[config.mk]
export PLATFORM = sky130hd
export DESIGN_NAME = rand_fetch_unit
export DESIGN_NICKNAME = d
export VERILOG_FILES = /design/src/rtl/rand_fetch_pkg.sv /design/src/rtl/rand_fetch_fifo.sv /design/src/rtl/rand_fetch_unit.sv
export SDC_FILE = /design/constraint.sdc
export NUM_CORES = 1
export LEC_CHECK = 0
export BUFFER_PORTS_ARGS = -buffer_cell sky130_fd_sc_hd__buf_2
export CAP_MARGIN = 20
export CORE_UTILIZATION = 53
export CTS_BUF_LIST = sky130_fd_sc_hd__clkbuf_8
export CTS_CLUSTER_SIZE = 8
export DETAILED_ROUTE_END_ITERATION = 12
export PLACE_DENSITY = 0.74
export SLEW_MARGIN = 20
export SYNTH_ARGS = -nofsm -noshare
export SYNTH_HDL_FRONTEND = slang
export SYNTH_SLANG_ARGS = --single-unit
[constraint.sdc]
create_clock -name clk -period 3.43 [get_ports clk]
set_input_delay 0.1715 -clock clk [delete_from_list [all_inputs] [get_ports clk]]
set_output_delay 0.1715 -clock clk [all_outputs]
set_load 0.05 [all_outputs]
[src/rtl/rand_fetch_pkg.sv]
// rand_fetch_pkg: shared FSM state type and default widths for the random fetch unit
package rand_fetch_pkg;
  typedef enum logic [1:0] {IDLE, ISSUE, WAIT} state_e;
  localparam int DEF_NBITS = 16;
  localparam int DEF_CNTW = 8;
  localparam int DEF_DEPTH = 4;
endpackage

[src/rtl/rand_fetch_fifo.sv]
// rand_fetch_fifo: synchronous FIFO with registered storage, head word and occupancy count
module rand_fetch_fifo #(
  parameter int W = 16,
  parameter int DEPTH = 4
) (
  input  logic                       clk,
  input  logic                       rst,
  input  logic                       push_i,
  input  logic                       pop_i,
  input  logic [W-1:0]               data_i,
  output logic                       full_o,
  output logic                       empty_o,
  output logic [$clog2(DEPTH):0]     count_o,
  output logic [W-1:0]               head_o
);
  localparam int AW = $clog2(DEPTH);
  logic [W-1:0] mem_q [DEPTH];
  logic [AW-1:0] wp_q, rp_q;
  logic [AW:0] cnt_q;
  logic do_push, do_pop;
  assign full_o = cnt_q == (AW+1)'(DEPTH);
  assign empty_o = cnt_q == '0;
  assign count_o = cnt_q;
  assign head_o = mem_q[rp_q];
  assign do_push = push_i && (!full_o || pop_i);
  assign do_pop = pop_i && !empty_o;
  always_ff @(posedge clk) begin
    if (rst) begin
      wp_q <= '0;
      rp_q <= '0;
      cnt_q <= '0;
      for (int i = 0; i < DEPTH; i++) mem_q[i] <= '0;
    end else begin
      if (do_push) begin
        mem_q[wp_q] <= data_i;
        wp_q <= wp_q + 1'b1;
      end
      if (do_pop) rp_q <= rp_q + 1'b1;
      cnt_q <= cnt_q + (AW+1)'(do_push) - (AW+1)'(do_pop);
    end
  end
endmodule

[src/rtl/rand_fetch_unit.sv]
// rand_fetch_unit: fetches N words from the random engine into a FIFO; RAND_FETCH_DUP_CHECK_EN adds stuck-word detection
module rand_fetch_unit
  import rand_fetch_pkg::*;
#(
  parameter int NBITS = DEF_NBITS,
  parameter int CNTW = DEF_CNTW,
  parameter int DEPTH = DEF_DEPTH
) (
  input  logic             clk,
  input  logic             rst,
  input  logic             req_val,
  output logic             req_rdy,
  input  logic [CNTW-1:0]  req_count,
  output logic             eng_go,
  input  logic             eng_done_val,
  input  logic [NBITS-1:0] eng_data,
  output logic             out_val,
  input  logic             out_rdy,
  output logic [NBITS-1:0] out_data,
  output logic             busy,
  output logic             err
);
  localparam int AW = $clog2(DEPTH);
  state_e state_q;
  logic [CNTW-1:0] rem_q;
  logic full, empty, fire, push, pop;
  logic [AW:0] cnt;
  assign req_rdy = state_q == IDLE;
  assign fire = req_val && req_rdy;
  assign eng_go = state_q == ISSUE && !full;
  assign push = state_q == WAIT && eng_done_val;
  assign out_val = !empty;
  assign pop = out_val && out_rdy;
  assign busy = state_q != IDLE || cnt != '0;
  // Issue only with free space so the WAIT push can never overflow
  always_ff @(posedge clk) begin
    if (rst) begin
      state_q <= IDLE;
      rem_q <= '0;
    end else begin
      case (state_q)
        IDLE: if (fire) begin
          rem_q <= req_count;
          state_q <= req_count != '0 ? ISSUE : IDLE;
        end
        ISSUE: if (eng_go) state_q <= WAIT;
        WAIT: if (eng_done_val) begin
          rem_q <= rem_q - 1'b1;
          state_q <= rem_q != CNTW'(1) ? ISSUE : IDLE;
        end
        default: state_q <= IDLE;
      endcase
    end
  end
  rand_fetch_fifo #(.W(NBITS), .DEPTH(DEPTH)) u_fifo (
    .clk(clk),
    .rst(rst),
    .push_i(push),
    .pop_i(pop),
    .data_i(eng_data),
    .full_o(full),
    .empty_o(empty),
    .count_o(cnt),
    .head_o(out_data)
  );
`ifdef RAND_FETCH_DUP_CHECK_EN
  logic [NBITS-1:0] last_q;
  logic last_v_q, err_q;
  always_ff @(posedge clk) begin
    if (rst) begin
      last_q <= '0;
      last_v_q <= 1'b0;
      err_q <= 1'b0;
    end else if (fire) begin
      last_v_q <= 1'b0;
      err_q <= 1'b0;
    end else if (push) begin
      if (last_v_q && eng_data == last_q) err_q <= 1'b1;
      last_q <= eng_data;
      last_v_q <= 1'b1;
    end
  end
  assign err = err_q;
`else
  assign err = 1'b0;
`endif
endmodule

---- Word level (Yosys, flattened, before mapping) ----
Memory sizes are Yosys's and may differ from the RTL's. A register that Yosys moved wholly into a read port is not among the register bits.
Index checks and enable logic that the tools add are counted.
storage, ports and cells
  bits in registers ....................... 17
  RAM bits ................................ 64
  output and inout port bits .............. 21
  logic and storage cells ................. 56
  memories kept ........................... 1
memory list
  name          words  bits a word  read ports  clocked after Yosys merged registers in  wr ports  RTL line               text
  u_fifo.mem_q  4      16           1           1                                        4         rand_fetch_fifo.sv:17  logic [W-1:0] mem_q [DEPTH];
cells by class
  add/subtract/negate cells ............... 5
  equality and inequality tests ........... 7
  mux-type cells .......................... 19
  reductions and logical operators ........ 19
operators by type and width
  kind                   number
  $mux W16               1
  $mux W8                2
  $pmux W8 S2            1
  $reduce_or A16 Y1      1
  $mux W2                6
  $mux W1                8
  $ne A8 B1 Y1 const B   1
  $reduce_bool A8 Y1     1
  $sub A8 B1 Y8 const B  1
  $logic_and A1 B1 Y1    6
  $pmux W2 S3            1
  $reduce_and A3 Y1      2
  $add A2 B1 Y2 const B  2
  $ne A2 B2 Y1 const B   2
  $reduce_bool A2 Y1     2
  $add A3 B1 Y3          1
  $eq A3 B3 Y1 const B   1
  $logic_not A3 Y1       1
  $reduce_bool A3 Y1     1
  $sub A3 B1 Y3          1
  $eq A2 B1 Y1 const B   1
  $eq A2 B2 Y1 const B   1
  $logic_not A1 Y1       2
  $logic_not A2 Y1       1
  other kinds (2)        3

---- Depth between registers and ports, before layout ----
Gate-level depths: netlist of the first run.
  depth in word-level cells ............... 10
  gate-level depth with buffers ........... 9
  mapped depth without buffers ............ 8

---- By module ----
From an unflattened synthesis of the first run, not the netlist that was laid out.
unflattened totals
  cells, all modules ...................... 297
  area total of the unflattened synthesis .. 3,926.3 um2
modules (own cells, without submodules)
  module           times used  cells an instance  area an instance (um2)  sequential area each (um2)
  rand_fetch_fifo  1           204                3,231.8                 2,102.0
  rand_fetch_unit  1           93                 694.4                   200.2

---- Least setup slack after synthesis of the first run ----
No wires, ideal clock.
  path type ............................... register to register
  start ................................... reg state_q[0]
  end ..................................... mem u_fifo.mem_q[1][0], enable pin
  setup time .............................. 0.411 ns
  arrival ................................. 2.326 ns
  required time ........................... 3.019 ns
  path slack .............................. 0.693 ns
  stages on the path, launching flop included .. 7
  path buffers ............................ 2
  period minus slack after synthesis ...... 2.737 ns
  cells stage by stage .................... dfxtp_1 buf_6 nand2b_4 buf_6 nor3b_1 nand2_1 o21ai_0
RTL lines
  element                 RTL line               text
  from (decl)             rand_fetch_unit.sv:24  state_e state_q;
  from (signal assigned)  rand_fetch_unit.sv:44  state_q <= req_count != '0 ? ISSUE : IDLE;
  from (signal assigned)  rand_fetch_unit.sv:49  state_q <= rem_q != CNTW'(1) ? ISSUE : IDLE;
  to (decl)               rand_fetch_fifo.sv:17

==> results by group, run 1 <==
Clock network
  • Clk sink count: 83
  • Post-cts repair resize count: 0
  • CTS tree: built
  • Worst-Skew Late Latency: 0.35 ns
  • Post-CTS Setup Bufs: 0
  • Hold Buf Count CTS: 0
  • Clock transition at path regs: 0.10 ns
  • Clock Tree Buf Depth: 2
  • H-tree Lvls: 3
  • CTS Root Buffer Type: clkbuf_8
  • CTS buffer count: 9

Min path
  • HP Class: in2reg

Floorplan
  • Die W: 87.7 microns
  • Die Y: 87.7 microns
  • Floorplan row count: 30
  • Area of the core: 6940 sq um
  • Die ar.: 7690 sq um
  • Number of placed I/O pins: 50
  • Initial Util: 56.0%

Worst setup path
  • Critical Path Sink Type: flip-flop
  • WP data required: 3.44 ns
  • Setup CP Type: reg2reg
  • Worst Path Max Fanout: 19
  • WP data arrival: 2.58 ns
  • Startpoint Class: flip-flop

Drt
  • Post-DR wirelength/cell: 16.6 microns
  • WL met2: 3590 microns
  • Final ANT Viol Nets: 0
  • Via count: 2350
  • Router iterations before antenna repair: 4
  • M1 WL: 3230 microns
  • DR WL met3: 307 microns
  • Vias/cell: 5.39
  • DRT iter0 DRCs: 125
  • Top layer reached by signal wires: met4
  • WL final: 7240 microns
  • DRC: 0

Logic synthesis
  • Top cells by area, synth: edfxtp_1, and2_1, dfxtp_1
  • Number of synthesized flops with an enable pin: 64
  • Net count after synthesis: 323
  • Largest area contributor in the netlist: edfxtp_1
  • Cell variety after synth: 46
  • Synth async-reset ratio: 0%
  • Most used DFF post-synth: edfxtp_1
  • Register area share after synthesis: 59.2%
  • Synth Instances: 289
  • Synth Cell Area: 3890 sq um
  • Ys Warns: 0
  • Syn_area_per_cell: 13.5 sq um
  • Synth top area share: 49.4%
  • Flops & latches, synth: 83

Timing
  • Worst Max-Slew Pin Slew: 0.767 ns
  • Post-route setup TNS: 0 ns
  • RSZ-0062 raised after global routing: false
  • Setup violators final: 0
  • Clock Skews: 0.0148 ns
  • Fmax: 390 MHz
  • Hold Vio Cnt, Final: 0
  • Slew headroom: 48.4%
  • Fin crit period: 2.57 ns
  • Final worst-path cycle share: 74.8%
  • Final-report max-slew violation count: 0

Power
  • Psw: 1.04 mW
  • Sw frac: 36.3%
  • Comb pwr share: 31.3%
  • Pleak: 1.67 nW
  • Tot Pwr: 2.87 mW
  • VDD IR max: 0.437 mV
  • Sequential Power Share: 43.3%
  • Clock share of power: 25.5%
  • PD cells: 654 nW/um^2
  • Int Pwr: 1.83 mW

Finish
  • Most common cell after layout, fill and taps aside: and2_1
  • N_diodes: 0
  • Fillcell total: 528
  • Final Util: 63.1%
  • Share of cells above drive strength 1: 27.1%
  • Nets: 369
  • Most frequent cells in the layout: and2_1, edfxtp_1, buf_2, dfxtp_1, nor2_1
  • Synth-to-layout area growth: 12.6%

Run
  • Max Cap Viol: 0

GRT
  • Overflow after GRT: 0
  • Largest net degree at the start of global routing: 22
  • Vias in the first global route: 2276
  • Initial antenna violation count: 0
  • Tot GR Track Use: 20.4%
  • First-pass GRT wire length: 11500 microns

Status
  • Status: completed

Placement
  • Gpl congestion: 0.889
  • Post-DP HPWL: 4870 microns
  • I/O Buffers: 48
==> sequential cells by signal, summed over array words and instances, names as in the netlist, named ones only <==
signal / count
u_fifo.count_o: 3
state_q: 2
u_fifo.mem_q: 64
rem_q: 8
u_fifo.wp_q: 2
u_fifo.rp_q: 2
==> power groups by stage <==
stage | combinational [mW] | clock, mW | sequential (mW)
floorplan | 0.764 | 0 | 1.22
finish | 0.896 | 0.730 | 1.24
CTS | 0.910 | 0.738 | 1.24
global route | 0.972 | 0.775 | 1.25
global placement | 0.897 | 0 | 1.26
detailed placement | 0.909 | 0 | 1.26
==> area by class of cell <==
type	count	area [sq um]	share of cell area, %
flip-flops and latches	83	2300	52.5
multi-input cells	181	1460	33.2
repair buffers	51	263	6.00
clock buffers	9	124	2.83
well taps	96	120	2.74
clock inverters	7	82.6	1.88
inverters	9	33.8	0.771
==> cell families (layout without fill, tap and decap cells) <==
logic type      Yosys count  in the layout  share of synthesized area (%)
mux                      17             17                           9.52
other cells               1              1                         0.0964
simple gates            117            117                           19.0
xor+xnor                  6              6                           1.35
buf+inv                  25             76                           3.38
flops                    83             83                           59.2
fa+ha+maj                 5              5                           1.80
compound gates           35             35                           5.69
==> stage by stage <==
stage               setup slack (ns)  cells  area [sq um]  hold slack [ns]
detailed placement             0.829    420          4180            0.486
global route                   0.630    436          4380            0.118
finish                         0.864    436          4380            0.121
floorplan                      0.693    289          3890            0.370
global placement                1.02    420          4180            0.487
CTS                            0.813    436          4380            0.117
==> layer usage <==
layer  up-vias  global-route usage [%]
met4         0                    8.35
met5         -                       0
met1      1136                    27.4
met3        12                    3.58
li1       1138                       -
met2        64                    33.2
==> final timing paths <==
check                           cells after the start    startpoint  slack [ns]             endpoint
worst max-delay path                                5    state_q[1]        0.86  u_fifo.mem_q[0][13]
worst max register to register                      5    state_q[1]        0.86  u_fifo.mem_q[0][13]
worst min register to register                      2      rem_q[5]        0.51             rem_q[5]
worst min-delay path                                2  eng_data[12]        0.12  u_fifo.mem_q[2][12]
==> synthesized netlist by cell type (2+ instances only) <==
| cell type | n |
|---|---|
| and2_1 | 65 |
| nor3b_1 | 2 |
| or2_2 | 2 |
| nand2_1 | 5 |
| a21oi_1 | 8 |
| nor2b_1 | 3 |
| buf_2 | 3 |
| edfxtp_1 | 64 |
| a21o_1 | 3 |
| nor2_1 | 18 |
| nand2b_1 | 3 |
| o21ai_0 | 9 |
| nor3b_4 | 2 |
| mux4_2 | 16 |
| o21a_1 | 2 |
| nor3_1 | 4 |
| buf_6 | 4 |
| clkbuf_1 | 8 |
| ha_1 | 4 |
| a211oi_1 | 5 |
| a31oi_1 | 2 |
| xnor2_1 | 4 |
| xor2_1 | 2 |
| or3_1 | 2 |
| dfxtp_1 | 19 |
| nor4_1 | 2 |
| inv_1 | 9 |
==> critical path, cell delays in order, from the launching register on <==
cell and delay [ns]:
dfxtp_1 0.51, nand2b_4 0.20, nor4b_4 0.28, buf_4 0.26
nor3b_4 0.50, or2_2 0.46
No activity file was read; power rests on OpenSTA's default activity.
==> inputs of run 2 (changes only) <==
Clock period 3.43 ns to 2.5 ns, I/O delays scaled along.
==> results by group, run 2 (synthesized netlist as in run 1, its figures left out) <==
Floorplan
  • Area of the core: 6940 sq um
  • Initial Util: 56.0%
  • Die W: 87.7 microns
  • Die ar.: 7690 sq um
  • Floorplan row count: 30
  • Die Y: 87.7 microns
  • Number of placed I/O pins: 50

GRT
  • Vias in the first global route: 2275
  • Largest net degree at the start of global routing: 22
  • Overflow after GRT: 0
  • First-pass GRT wire length: 11300 microns
  • Initial antenna violation count: 0
  • Tot GR Track Use: 20.4%

Power
  • Sw frac: 35.7%
  • VDD IR max: 0.632 mV
  • Sequential Power Share: 43.2%
  • PD cells: 880 nW/um^2
  • Psw: 1.39 mW
  • Pleak: 1.71 nW
  • Comb pwr share: 32.3%
  • Int Pwr: 2.51 mW
  • Clock share of power: 24.6%

Drt
  • WL final: 7030 microns
  • Router iterations before antenna repair: 4
  • DRT iter0 DRCs: 103
  • DRC: 0
  • Post-DR wirelength/cell: 15.8 microns
  • Vias/cell: 5.27
  • Via count: 2340
  • Final ANT Viol Nets: 0

Clock network
  • Hold Buf Count CTS: 0
  • H-tree Lvls: 3
  • Post-cts repair resize count: 0
  • CTS buffer count: 9
  • Clock transition at path regs: 0.09 ns
  • Clock Tree Buf Depth: 2
  • CTS Root Buffer Type: clkbuf_8
  • CTS tree: built
  • Post-CTS Setup Bufs: 0
  • Clk sink count: 83
  • Worst-Skew Late Latency: 0.35 ns

Worst setup path
  • RR Startpoint: state_q[1]
  • WP data required: 2.50 ns
  • Reg2reg path depth: 4
  • WP data arrival: 2.02 ns
  • Startpoint Class: flip-flop
  • Critical Path Sink Type: flip-flop
  • Setup CP Type: reg2reg
  • Worst Path Max Fanout: 18
  • FF-to-FF setup slack: 0.48 ns
  • Reg2reg end: u_fifo.mem_q[0][11]

Finish
  • Largest register by flop count: u_fifo.mem_q
  • Final Util: 63.9%
  • Fillcell total: 536
  • N_diodes: 0
  • Share of cells above drive strength 1: 28.7%
  • Max FFs per register: 64
  • Nets: 377
  • Most frequent cells in the layout: and2_1, edfxtp_1, buf_2, dfxtp_1, nor2_1
  • Most common cell after layout, fill and taps aside: and2_1
  • Synth-to-layout area growth: 14.0%

Timing
  • Final-report max-slew violation count: 0
  • Clock Skews: 0.0115 ns
  • Worst Hold Slack: 0.0755 ns
  • Final worst-path cycle share: 80.6%
  • RSZ-0062 raised after global routing: false
  • Hold Vio Cnt, Final: 0
  • Fmax: 496 MHz
  • Slew headroom: 50.6%
  • Setup violators final: 0
  • Fin crit period: 2.02 ns
  • Worst Max-Slew Pin Slew: 0.734 ns
  • Post-route setup TNS: 0 ns

Run
  • Max Cap Viol: 0

Min path
  • Critical hold path startpoint: eng_data[12]
  • WHS Endpoint: u_fifo.mem_q[0][12]
  • Worst hold path depth: 2
  • HP Class: in2reg

Placement
  • Gpl congestion: 0.842
  • I/O Buffers: 48
  • Post-DP HPWL: 4750 microns

Status
  • Status: completed
-- run 2: worst max-delay path by stage --
stage	slack, ns	from	cells after the start	end
finish	0.48	state_q[1]	4	u_fifo.mem_q[0][11]
global route	0.34	state_q[1]	4	u_fifo.mem_q[0][8]
CTS	0.47	state_q[1]	4	u_fifo.mem_q[0][8]
detailed placement	0.48	state_q[1]	4	u_fifo.mem_q[0][12]
global placement	0.56	state_q[1]	4	u_fifo.mem_q[0][12]
floorplan	0.19	state_q[0]	6	u_fifo.mem_q[1][0]
-- run 2: through the flow --
stage | total power, mW | cells | instance area (sq um) | setup WS [ns]
global placement | 2.97 | 428 | 4240 | 0.565
detailed placement | 2.99 | 428 | 4240 | 0.484
finish | 3.90 | 444 | 4440 | 0.484
floorplan | 2.73 | 289 | 3890 | 0.189
CTS | 3.94 | 444 | 4440 | 0.469
global route | 4.09 | 444 | 4440 | 0.343
-- run 2: final cells by class --
| type | count | area [sq um] | share of cell area (%) |
|---|---|---|---|
| Sequential cell | 83 | 2300 | 51.9 |
| Tap cell | 96 | 120 | 2.71 |
| Timing Repair Buffer | 59 | 323 | 7.28 |
| Clock buffer | 9 | 124 | 2.79 |
| Inverter | 9 | 33.8 | 0.762 |
| Clock inverter | 7 | 76.3 | 1.72 |
| Multi-Input combinational cell | 181 | 1460 | 32.8 |
-- run 2: power by group through the flow --
stage	Sequential (mW)	Clock [mW]	Combinational, mW
floorplan	1.68	0	1.05
global placement	1.71	0	1.26
detailed placement	1.72	0	1.27
CTS	1.68	0.983	1.27
global route	1.70	1.04	1.35
finish	1.68	0.960	1.26
-- run 2: critical path, cell delays in order, from the launching register on --
cell	delay, ns
dfxtp_1	0.50
nand2b_4	0.20
nor4b_4	0.32
nor3b_4	0.23
or2_2	0.42
-- run 2: routing by layer --
metal / global-route usage (%) / part of all wire (%) / vias up / wire [microns]
met2: 34.0 / 52 / 65 / 3640
met1: 25.1 / 42 / 1117 / 2970
met3: 4.71 / 4.7 / 9 / 328
met4: 10.1 / 1.4 / 0 / 99
li1: - / - / 1149 / -
met5: 0 / 0 / - / 0
